[src/rtl/piano_pkg.sv]
// Shared definitions for the piano PWM audio output block.
// Holds the default sample width, the DC midpoint used for silence,
// the player state type and a constant-friendly ceiling log2 helper.
package piano_pkg;

  localparam int SAMPLE_W_DEFAULT = 8;

  // Mid-scale code: 50% duty cycle, i.e. the filtered output sits at DC midpoint
  localparam int unsigned MIDSCALE = 32'd1 << (SAMPLE_W_DEFAULT - 1);

  typedef enum logic {
    IDLE,
    PLAY
  } state_t;

  // Ceiling log2, usable in parameter and port-width expressions
  function automatic int clog2(input int value);
    int result;
    int rem;
    result = 0;
    rem = value - 1;
    while (rem > 0) begin
      result = result + 1;
      rem = rem >> 1;
    end
    return result;
  endfunction

endpackage

[src/rtl/piano_sample_fifo.sv]
// Small first-word-fall-through sample buffer for the PWM player.
// The head entry is always visible on 'head' while level is non-zero;
// a pop simply advances past it. Push on a full buffer and pop on an
// empty buffer are ignored. Push and pop together keep the level.
module piano_sample_fifo
  import piano_pkg::*;
#(
  parameter int WIDTH = 8,
  parameter int DEPTH = 4
) (
  input  logic                   clk,
  input  logic                   rst,
  input  logic                   push,
  input  logic                   pop,
  input  logic [WIDTH-1:0]       din,
  output logic [WIDTH-1:0]       head,
  output logic [clog2(DEPTH):0]  level
);

  localparam int AW = clog2(DEPTH);
  localparam int LW = AW + 1;

  logic [WIDTH-1:0] mem [DEPTH];
  logic [AW-1:0]    rd_ptr;
  logic [AW-1:0]    wr_ptr;
  logic             push_ok;
  logic             pop_ok;

  assign push_ok = push && (level != LW'(DEPTH));
  assign pop_ok  = pop && (level != '0);
  assign head    = mem[rd_ptr];

  // Storage array has no reset; only the pointers and level define validity
  always_ff @(posedge clk) begin
    if (push_ok) begin
      mem[wr_ptr] <= din;
    end
  end

  // Pointer and occupancy bookkeeping; pointers wrap naturally since DEPTH is a power of two
  always_ff @(posedge clk) begin
    if (rst) begin
      rd_ptr <= '0;
      wr_ptr <= '0;
      level  <= '0;
    end else begin
      if (push_ok) begin
        wr_ptr <= wr_ptr + AW'(1);
      end
      if (pop_ok) begin
        rd_ptr <= rd_ptr + AW'(1);
      end
      case ({push_ok, pop_ok})
        2'b10:   level <= level + LW'(1);
        2'b01:   level <= level - LW'(1);
        default: level <= level;
      endcase
    end
  end

endmodule

[src/rtl/piano_pwm_out.sv]
// PWM audio output stage for the piano synth.
// Buffers incoming samples in a small FIFO and plays each one for exactly
// one PWM period of 2^SAMPLE_W counter ticks on a single registered pin.
// sample_tick marks each load from the FIFO, underrun marks a period end
// that found the FIFO empty.
// Build option: define PIANO_PWM_HOLD_ON_UNDERRUN_EN to keep playing the
// last sample on underrun; otherwise the player falls back to mid-scale.
module piano_pwm_out
  import piano_pkg::*;
#(
  parameter int SAMPLE_W   = SAMPLE_W_DEFAULT,
  parameter int FIFO_DEPTH = 4,
  parameter int CLK_DIV    = 1
) (
  input  logic                        clk,
  input  logic                        rst,
  input  logic [SAMPLE_W-1:0]         wave,
  input  logic                        wave_valid,
  output logic                        wave_ready,
  output logic                        pwm_out,
  output logic                        sample_tick,
  output logic                        underrun,
  output logic [clog2(FIFO_DEPTH):0]  fifo_level
);

  localparam int LW = clog2(FIFO_DEPTH) + 1;
  localparam int PW = (CLK_DIV > 1) ? clog2(CLK_DIV) : 1;
  localparam int unsigned MID_INT = (SAMPLE_W == SAMPLE_W_DEFAULT) ? MIDSCALE
                                                                   : (32'd1 << (SAMPLE_W - 1));
  localparam logic [SAMPLE_W-1:0] MID     = SAMPLE_W'(MID_INT);
  localparam logic [SAMPLE_W-1:0] CNT_MAX = '1;
  localparam logic [PW-1:0]       PRE_MAX = PW'(CLK_DIV - 1);

  state_t              state;
  state_t              state_next;
  logic [SAMPLE_W-1:0] cnt;
  logic [SAMPLE_W-1:0] cnt_next;
  logic [SAMPLE_W-1:0] cur;
  logic [SAMPLE_W-1:0] cur_next;
  logic [PW-1:0]       prescaler;
  logic [PW-1:0]       prescaler_next;
  logic [SAMPLE_W-1:0] head;
  logic                push;
  logic                pop;
  logic                starved;
  logic                fifo_empty;
  logic                tick;

  assign wave_ready = (fifo_level != LW'(FIFO_DEPTH));
  assign push       = wave_valid && wave_ready && !rst;
  assign fifo_empty = (fifo_level == '0);
  assign tick       = (state == PLAY) && (prescaler == PRE_MAX);

  // Pulses are combinational so they line up with the pop; reset silences them
  assign sample_tick = pop && !rst;
  assign underrun    = starved && !rst;

  piano_sample_fifo #(
    .WIDTH (SAMPLE_W),
    .DEPTH (FIFO_DEPTH)
  ) u_fifo (
    .clk   (clk),
    .rst   (rst),
    .push  (push),
    .pop   (pop),
    .din   (wave),
    .head  (head),
    .level (fifo_level)
  );

  // Next-state decode: start playing from IDLE, advance the period counter, reload at period end
  always_comb begin
    state_next     = state;
    cnt_next       = cnt;
    cur_next       = cur;
    prescaler_next = prescaler;
    pop            = 1'b0;
    starved        = 1'b0;
    case (state)
      IDLE: begin
        cnt_next       = '0;
        prescaler_next = '0;
        if (!fifo_empty) begin
          pop        = 1'b1;
          cur_next   = head;
          state_next = PLAY;
        end
      end
      PLAY: begin
        if (tick) begin
          prescaler_next = '0;
          cnt_next       = cnt + SAMPLE_W'(1);
          if (cnt == CNT_MAX) begin
            if (!fifo_empty) begin
              pop      = 1'b1;
              cur_next = head;
            end else begin
              starved = 1'b1;
`ifdef PIANO_PWM_HOLD_ON_UNDERRUN_EN
              cur_next = cur;
`else
              cur_next = MID;
`endif
            end
          end
        end else begin
          prescaler_next = prescaler + PW'(1);
        end
      end
      default: begin
        state_next = IDLE;
      end
    endcase
  end

  // Player state and registered PWM pin; the pin reflects the counter/sample pair of its own cycle
  always_ff @(posedge clk) begin
    if (rst) begin
      state     <= IDLE;
      cnt       <= '0;
      cur       <= MID;
      prescaler <= '0;
      pwm_out   <= 1'b0;
    end else begin
      state     <= state_next;
      cnt       <= cnt_next;
      cur       <= cur_next;
      prescaler <= prescaler_next;
      pwm_out   <= (state_next == PLAY) && (cnt_next < cur_next);
    end
  end

endmodule

[config.mk]
export PLATFORM = sky130hd
export DESIGN_NAME = piano_pwm_out
export DESIGN_NICKNAME = d
export VERILOG_FILES = /design/src/rtl/piano_pkg.sv /design/src/rtl/piano_sample_fifo.sv /design/src/rtl/piano_pwm_out.sv
export SDC_FILE = /design/constraint.sdc
export NUM_CORES = 1
export LEC_CHECK = 0
export BUFFER_PORTS_ARGS = -buffer_cell sky130_fd_sc_hd__buf_2
export CAP_MARGIN = 10
export CORE_ASPECT_RATIO = 0.5
export CORE_MARGIN = 5
export CORE_UTILIZATION = 50
export CTS_BUF_LIST = sky130_fd_sc_hd__clkbuf_2 sky130_fd_sc_hd__clkbuf_4 sky130_fd_sc_hd__clkbuf_8
export CTS_CLUSTER_DIAMETER = 30
export DETAILED_ROUTE_END_ITERATION = 12
export GPL_ROUTABILITY_DRIVEN = 0
export PLACE_DENSITY_LB_ADDON = 0.08
export SLEW_MARGIN = 20
export SYNTH_ARGS = -nofsm -noshare
export SYNTH_HDL_FRONTEND = slang
export SYNTH_SLANG_ARGS = --single-unit
[constraint.sdc]
create_clock -name clk -period 3.81 [get_ports clk]
set_input_delay 0.1905 -clock clk [delete_from_list [all_inputs] [get_ports clk]]
set_output_delay 0.1905 -clock clk [all_outputs]
set_load 0.05 [all_outputs]
After elaboration in Yosys (flattened, before gate mapping)
Memory sizes are Yosys's and may differ from the RTL's. A register that Yosys moved wholly into a read port is not among the register bits.
Index checks and enable logic that the tools add are counted.
Word-level totals
  register bits: 26
  bits in writable memories: 32
  input bits: 11
  output and inout port bits: 7
  word-level logic and storage cells: 57
  memories: 1
Cells by class
  $add $sub $neg: 6
  order comparisons: 1
  eq/ne operators: 4
  mux-type cells: 23
  bitwise logic cells: 2
  reduce and logical (&&, ||, !) cells: 12
Memory list
  u_fifo.mem: depth 4, width 8, read ports 1, clocked after memory_dff 1, write ports 1, line piano_sample_fifo.sv:23  | logic [WIDTH-1:0] mem [DEPTH];
Operators by type and width (number)
  8-bit 2-to-1 mux: 5
  8-bit one-hot mux with 2 select lines: 2
  1-bit 2-to-1 mux: 11
  8-bit by 1-bit adder with 8-bit output, second input constant: 1
  8-bit equality test, second input constant: 1
  1-bit logical AND: 8
  8-bit less-than comparator: 1
  3-bit one-hot mux with 2 select lines: 1
  2-bit by 1-bit adder with 2-bit output, second input constant: 2
  2-bit 2-to-1 mux: 2
  1-bit one-hot mux with 2 select lines: 2
  3-bit by 1-bit adder with 3-bit output, second input constant: 1
  3-bit logical NOT: 1
  3-bit != test, second input constant: 1
  3-bit nonzero test: 1
  3-bit by 1-bit subtractor with 3-bit output, second input constant: 1
  2-bit by 1-bit equality test with 1-bit output, second input constant: 1
  2-bit equality test, second input constant: 1
  1-bit inverter: 2
  2-bit nonzero test: 1
  1-bit adder, second input constant: 1
  1-bit logical NOT: 1

Logic depth before layout (Yosys ltp)
Gate-level depths: netlist of run 1.
  word-level depth: 8
  gate-level depth with buffers: 11
  depth with buffers taken out: 11

Hierarchy
From an unflattened synthesis of run 1, not the netlist that was laid out.
Unflattened totals
  cell total of the unflattened synthesis: 222
  area total of the unflattened synthesis: 2822.7 µm²
Modules (own cells, without submodules)
  piano_sample_fifo: instances 1, cells each 92, area each 1651.6 µm², seq. area each 1141.1 µm²
  piano_pwm_out: instances 1, cells each 130, area each 1171.1 µm², seq. area each 380.4 µm²

Worst setup path after synthesis of run 1
OpenSTA, ideal clock, no wires.
  path type: register to register
  start: register u_fifo.level[2]
  end: register u_fifo.level[2]
  library setup time: 0.071 ns
  arrival: 2.837 ns
  data required time: 3.739 ns
  path slack: 0.902 ns
  cell stages (with the launch flop): 11
  path buffers: 0
  clock period less this slack: 2.908 ns
  path through: dfxtp_1 -> nand3_1 -> nand2_1 -> nor2_1 -> inv_1 -> ha_1 -> inv_1 -> fa_1 -> xor2_1 -> or3_1 -> a21oi_1
On the way
  elaborated cells between the ends (all ways): 17
  those cells by class: add/sub (2); eq/ne (3); mux (5); reduce/logical (7)
RTL lines
  from (decl): line piano_sample_fifo.sv:17  | output logic [clog2(DEPTH):0] level
  from (signal assigned): line piano_sample_fifo.sv:54  | 2'b10: level <= level + LW'(1);
  from (signal assigned): line piano_sample_fifo.sv:55  | 2'b01: level <= level - LW'(1);
  from (signal assigned): line piano_sample_fifo.sv:56  | default: level <= level;
  3-bit != test (*): line piano_pwm_out.sv:49  | assign wave_ready = (fifo_level != LW'(FIFO_DEPTH));
  named net wave_ready: line piano_pwm_out.sv:19  | output logic wave_ready,
  1-bit logical AND (2 in series): line piano_pwm_out.sv:50  | assign push = wave_valid && wave_ready && !rst;
  1-bit logical AND (*): line piano_sample_fifo.sv:29  | assign push_ok = push && (level != LW'(DEPTH));
  2-bit by 1-bit equality test with 1-bit output or 2-bit equality test (tied branches): line piano_sample_fifo.sv:53  | case ({push_ok, pop_ok})
  3-bit one-hot mux with 2 select lines or 2-bit nonzero test (tied branches)
The timed path passes the listed nets; every way through them passes the cells marked *.
A chain may end at the register's enable or synchronous reset.

Worst setup path after layout of run 1
  start: register cnt[0]
  end: register pwm_out
On the way
  word-level cells in the longest chain between the ends: 6
  elaborated cells between the ends (all ways): 9
  those cells by class: add/sub (1); order compare (1); eq/ne (1); mux (5); reduce/logical (1)
RTL lines
  from (decl): line piano_pwm_out.sv:36  | logic [SAMPLE_W-1:0] cnt;
  from (signal assigned): line piano_pwm_out.sv:126  | cnt <= cnt_next;
  branches (longest 4 deep; another with 8-bit by 1-bit adder with 8-bit output)
  8-bit less-than comparator (*): line piano_pwm_out.sv:129  | pwm_out <= (state_next == PLAY) && (cnt_next < cur_next);
  1-bit logical AND (*): line piano_pwm_out.sv:129
  to (signal assigned): line piano_pwm_out.sv:129
  to (decl): line piano_pwm_out.sv:20  | output logic pwm_out,
Every way passes the cells marked *.

==> impl_metrics.toml, run 1 <==
[cts]
htreeDepth = 3
clk-insertion-delay-late_ns = 0.35
cts_setup_buffers = 0
numCtsBuffers = 9
cts.clk_slew.worst_paths_ns = 0.07
cts_sinks = 60
cts-root-buf = "clkbuf_8"
ctsLongestPathBuffers = 2
ctsHoldBuffers = 0
cts_tree = "done"
cts_resized = 0

[sta]
fmax_mhz = 318
rsz0062_at_grt = "no"
skew_ns = 0.00791
min_period_ns = 3.14
max_slew_margin_pct = 64.9
hold_viol_final = 0
setup_viol = 0
timing.setup.tns_ns = 0
worstMarginPinSlew_ns = 0.526
period_share_pct = 82.5
slew_violations = 0
fin_ws_ns = 0.668

[final_layout]
multi_input_area_sq_mm = 0.00108
fillers = 421
insertedDiodeCount = 0
seq_area_sq_mm = 0.00152
instances_no_fill = 318
syn_to_final_growth_pct = 12.1
drive_above_1_share_pct = 16.9
fin_nets = 268

[placement]
io_buffers = 17
dpl.hpwl_microns = 3540
dp_slack_ns = 0.712
place_inst = 302

[power_and_ir_drop]
power_uw = 2060
p_int_uw = 1290
vdd_ir_drop_max_mv = 0.332
switchingPower_uw = 770
powerDensity_mw_per_mm2 = 689
p_seq_share_pct = 40.8
clkPwrFrac_pct = 24.9
p_comb_share_pct = 34.4
cellLeakagePower_uw = 0.00110
switching_share_pct = 37.3

[grt]
globalRouteOverflowTotal = 0
grt_busiest_layer = "met2"
use_met3_pct = 6.67
grt_pass1_wl_microns = 8370
antenna_found_initial = 0
use_met1_pct = 19.9
grt_use_met2_pct = 27.8
grt_max_degree = 30
grt_pass1_vias = 1745
grt_use_total_pct = 16.5

[logic_synthesis]
syn_inst = 223
syn-num-nets = 248
syn_avg_cell_area_sq_um = 12.0
synthArstFlopShare_pct = 0
yosys_warnings = 0
ys.flop_type = "edfxtp_1"
netlist.area_leader.share_pct = 35.9
synth_largest_area_cell = "edfxtp_1"
netlist_area_sq_mm = 0.00268
synth_area_leaders = "edfxtp_1 (36%), dfxtp_1 (21%), ha_1 (6.1%)"
synth_common_cells = "edfxtp_1 (32), dfxtp_1 (28), nor2_1 (28), nand2_1 (16), ha_1 (13)"
synth_edf_count = 32
synth_most_common_cell = "edfxtp_1"
synth.distinct_cells = 41
ys_seq_area_share_pct = 56.9
synth-seq-cells = 60

[run]
drv_cap = 0

[critical_path]
crit_path_end_kind = "flop"
path_class = "reg2reg"
reg2reg_depth = 10
cp.required_ns = 4.07
critPathLaunchType = "flop"
crit_arrival_ns = 3.40
crit_fanout = 6

[die]
start_util_pct = 53.0
die_h_microns = 61.7
die-area_sq_mm = 0.00700
row_count = 18
io_pins = 18
core-area_sq_mm = 0.00504
die_w_microns = 113

[drt]
dr.first_iter.drc_count = 82
ant_nets = 0
wl_per_cell_microns = 16.1
vias_per_cell = 5.48
drc = 0
drt_wl_total_microns = 5100
drt_pass1_iterations = 4
num_vias = 1744

[hold_path]
hold_path_depth = 1
hp-class = "in2reg"

[outcome]
status = "complete, no violations"
[power by group through the flow]
stage                     Combinational, uW  Sequential [uW]  Clock (uW)
after floorplan                         528              873           0
after global placement                  688              851           0
after detailed placement                711              855           0
after CTS                               716              841         528
after global routing                    794              853         555
final                                   710              841         513
[cell type report]
| cell class | count | share of cell area (%) |
|---|---|---|
| clock buffer | 10 | 4.38 |
| multi-input combinational | 145 | 35.9 |
| clock inverter | 6 | 1.67 |
| inverter | 8 | 1.00 |
| timing repair buffer | 19 | 3.34 |
| tap | 70 | 2.92 |
| sequential | 60 | 50.8 |
[layer usage]
metal | part of all wire (%) | wire length, microns
met5 | 0 | 0
met2 | 46 | 2340
met1 | 48 | 2430
met4 | 1.2 | 59
met3 | 5.3 | 273
[path summary, 6_finish.rpt]
path,start,slack (ns),endpoint
hold reg to reg,u_fifo.wr_ptr[1],0.51,u_fifo.wr_ptr[1]
setup reg to reg,cnt[0],0.67,pwm_out
hold / removal,wave[4],0.05,u_fifo.mem[1][4]
setup / recovery,cnt[0],0.67,pwm_out
[cell usage in the layout (no fill, tap or decap), types with 5 or more instances in the layout]
| master | instances |
|---|---|
| nand3_1 | 5 |
| buf_2 | 17 |
| xnor2_1 | 7 |
| a21oi_1 | 11 |
| nor3_1 | 10 |
| dfxtp_1 | 28 |
| edfxtp_1 | 32 |
| clkbuf_8 | 9 |
| ha_1 | 13 |
| xor2_1 | 5 |
| mux4_2 | 5 |
| inv_1 | 7 |
| nand2_1 | 16 |
| nor2_1 | 28 |
| a221oi_1 | 6 |
[cells by family (layout without fill, tap and decap cells)]
kind of cell / Yosys count / in the layout / share of synthesized area (%)
compound gates: 29 / 29 / 7.25
other cells: 1 / 1 / 0.140
buf+inv: 18 / 43 / 2.85
xor+xnor: 12 / 12 / 3.93
fa+ha+maj: 14 / 14 / 6.83
simple gates: 78 / 78 / 13.7
flops: 60 / 60 / 56.9
mux: 11 / 11 / 8.47
[metrics by stage]
step	cell area, sq um	util, %	hold slack (ns)
after floorplan	2680	-	0.289
after global placement	2820	55.8	0.403
after detailed placement	2820	55.8	0.408
after CTS	3000	59.4	0.0417
after global routing	3000	59.4	0.0418
final	3000	59.4	0.0524
[critical path: stages (launching register included)]
cell and delay [ns]:
dfxtp_1 0.37, ha_1 0.22, nand4b_1 0.19, or2_2 0.35, nor2_1 0.32, a221oi_1 0.18
ha_1 0.36, a21o_1 0.19, a2111oi_0 0.47, o21ai_0 0.18, o31ai_1 0.24
[flip-flops by register name (all words and copies together), names as in the netlist, 2 cells and up, named ones only]
name	count
u_fifo.mem	32
cur	8
u_fifo.wr_ptr	2
u_fifo.rd_ptr	2
cnt	8
u_fifo.level	3
Power figures use the tool's default switching activity.
==> run 2: changes to the inputs <==
Clock period 3.81 ns to 2.9 ns, I/O delays scaled along.
==> run 2 against run 1 <==
  * Setup slack worse by 0.47 ns
  * Global-route usage up 1.0 points
  * Non-clock buffer count up 10
  * Cell count up 3.1%
  * Critical path depth down 1
  * Sequential power up 31%
  * Hold slack worse by 0.028 ns
  * Die area unchanged
  * Count of clock-buffer cells in the layout down 1
  * Final area up 4.1%
==> impl_metrics.toml, run 2 (same netlist as run 1, synthesis figures left out) <==
[hold_path]
min_from = "wave[0]"
hold_path_depth = 1
holdPathEnd = "u_fifo.mem[2][0]"
hp-class = "in2reg"

[placement]
dpl.hpwl_microns = 3650
io_buffers = 17

[sta]
fmax_mhz = 370
min_period_ns = 2.70
rsz0062_at_grt = "no"
timing.setup.tns_ns = 0
skew_ns = 0.00991
hold_viol_final = 0
setup_viol = 0
slew_violations = 0
period_share_pct = 93.1

[critical_path]
regToRegSetupSlack_ns = 0.20
cp.required_ns = 3.16
crit_arrival_ns = 2.96
r2r_start = "cnt[0]"
path_class = "reg2reg"
rr_endpoint = "pwm_out"
critPathLaunchType = "flop"
crit_path_end_kind = "flop"
reg2reg_depth = 9
crit_fanout = 4

[run]
drv_cap = 0

[final_layout]
final_cell_mix = "edfxtp_1 (32), nor2_1 (28), dfxtp_1 (28), buf_2 (17), nand2_1 (16)"
fin_nets = 278
largest_register = "u_fifo.mem"
final_common_cell = "edfxtp_1"
reg.largest.list = "u_fifo.mem x32, cnt x8, cur x8"
insertedDiodeCount = 0
drive_above_1_share_pct = 20.2
largest_reg_flops = 32
fillers = 404
seq_area_sq_mm = 0.00152
multi_input_area_sq_mm = 0.00109
final_util_pct = 61.9
syn_to_final_growth_pct = 16.7

[drt]
ant_nets = 0
vias_per_cell = 5.41
num_vias = 1774
wl_per_cell_microns = 15.9
dr.first_iter.drc_count = 109
drt_wl_total_microns = 5220
drt_pass1_iterations = 4
drc = 0

[grt]
globalRouteOverflowTotal = 0
grt_use_total_pct = 17.5
grt_pass1_wl_microns = 8940
grt_max_degree = 29
antenna_found_initial = 0
grt_pass1_vias = 1776

[power_and_ir_drop]
cellLeakagePower_uw = 0.00116
p_comb_share_pct = 34.3
p_seq_share_pct = 38.4
p_int_uw = 1820
clkPwrFrac_pct = 27.3
powerDensity_mw_per_mm2 = 919
vdd_ir_drop_max_mv = 0.417
switchingPower_uw = 1040
switching_share_pct = 36.4

[cts]
htreeDepth = 3
clk-insertion-delay-late_ns = 0.34
ctsLongestPathBuffers = 2
cts-root-buf = "clkbuf_8"
cts.clk_slew.worst_paths_ns = 0.07
cts_tree = "done"
cts_sinks = 60
numCtsBuffers = 9

[die]
core-area_sq_mm = 0.00504
row_count = 18
die_w_microns = 113
start_util_pct = 53.0
die_h_microns = 61.7
io_pins = 18
die-area_sq_mm = 0.00700

[outcome]
status = "complete, no violations"
[run 2: changes by cell type in the layout (fill, tap and decap cells not counted), moves of 2 or more]
cell	change
buf_4	+7
dlygate4sd3_1	+3
inv_6	+3
clkinv_4	-2
[run 2: critical path, stage by stage, from the launching register on]
cell and delay [ns]:
dfxtp_1 0.38, ha_1 0.22, nand4b_1 0.19, o21a_1 0.23
a221oi_1 0.37, ha_1 0.31, a21o_1 0.20, a2111oi_2 0.36
o21ai_0 0.14, o31ai_1 0.22
[run 2: metrics by stage]
| step | instances | power, uW | cell area [sq um] | hold slack, ns | setup slack, ns |
|---|---|---|---|---|---|
| floorplan | 223 | 1840 | 2680 | 0.244 | -0.000881 |
| global placement | 309 | 2060 | 2870 | 0.354 | 0.123 |
| detailed placement | 309 | 2090 | 2870 | 0.361 | 0.112 |
| CTS | 326 | 2870 | 3090 | 0.00494 | 0.0807 |
| global route | 328 | 3080 | 3120 | 0.00428 | 0.0218 |
| finish | 328 | 2870 | 3120 | 0.0242 | 0.199 |
[run 2: layout make-up]
class | instances | share of cell area, %
Sequential cell | 60 | 48.7
Multi-Input combinational cell | 145 | 35.1
Timing Repair Buffer | 29 | 5.85
Clock buffer | 9 | 3.97
Tap cell | 70 | 2.81
Clock inverter | 7 | 2.61
Inverter | 8 | 0.962
[run 2: what timing repair did]
action / CTS / global route
resized for setup: 0 / 3
setup endpoints to repair: 0 / 1
hold buffers: 1 / 2
setup buffers: 0 / 0
endpoints found under the hold margin: 4 / 7
[run 2: worst max-delay path by stage]
stage                          from      end  slack [ns]  depth (start not counted)
finish                       cnt[0]  pwm_out        0.20                          9
global route                 cnt[0]  pwm_out        0.02                         10
CTS                          cnt[0]  pwm_out        0.08                          9
detailed placement           cnt[0]  pwm_out        0.11                         10
global placement             cnt[0]  pwm_out        0.12                          9
floorplan           u_fifo.level[2]  pwm_out     -0.0009                          9
[run 2: routing by layer]
metal | wire [microns] | share of wire, % | GRT usage, %
met3 | 319 | 6.1 | 6.09
met2 | 2380 | 46 | 28.5
met1 | 2490 | 48 | 22.6
met4 | 28 | 0.54 | 6.16
met5 | 0 | 0 | 0
[run 2: power by group through the flow]
stage | clock network, uW | logic, uW | registers [uW]
floorplan | 0 | 695 | 1150
finish | 782 | 984 | 1100
detailed placement | 0 | 973 | 1120
global placement | 0 | 950 | 1110
CTS | 795 | 978 | 1100
global route | 849 | 1110 | 1120
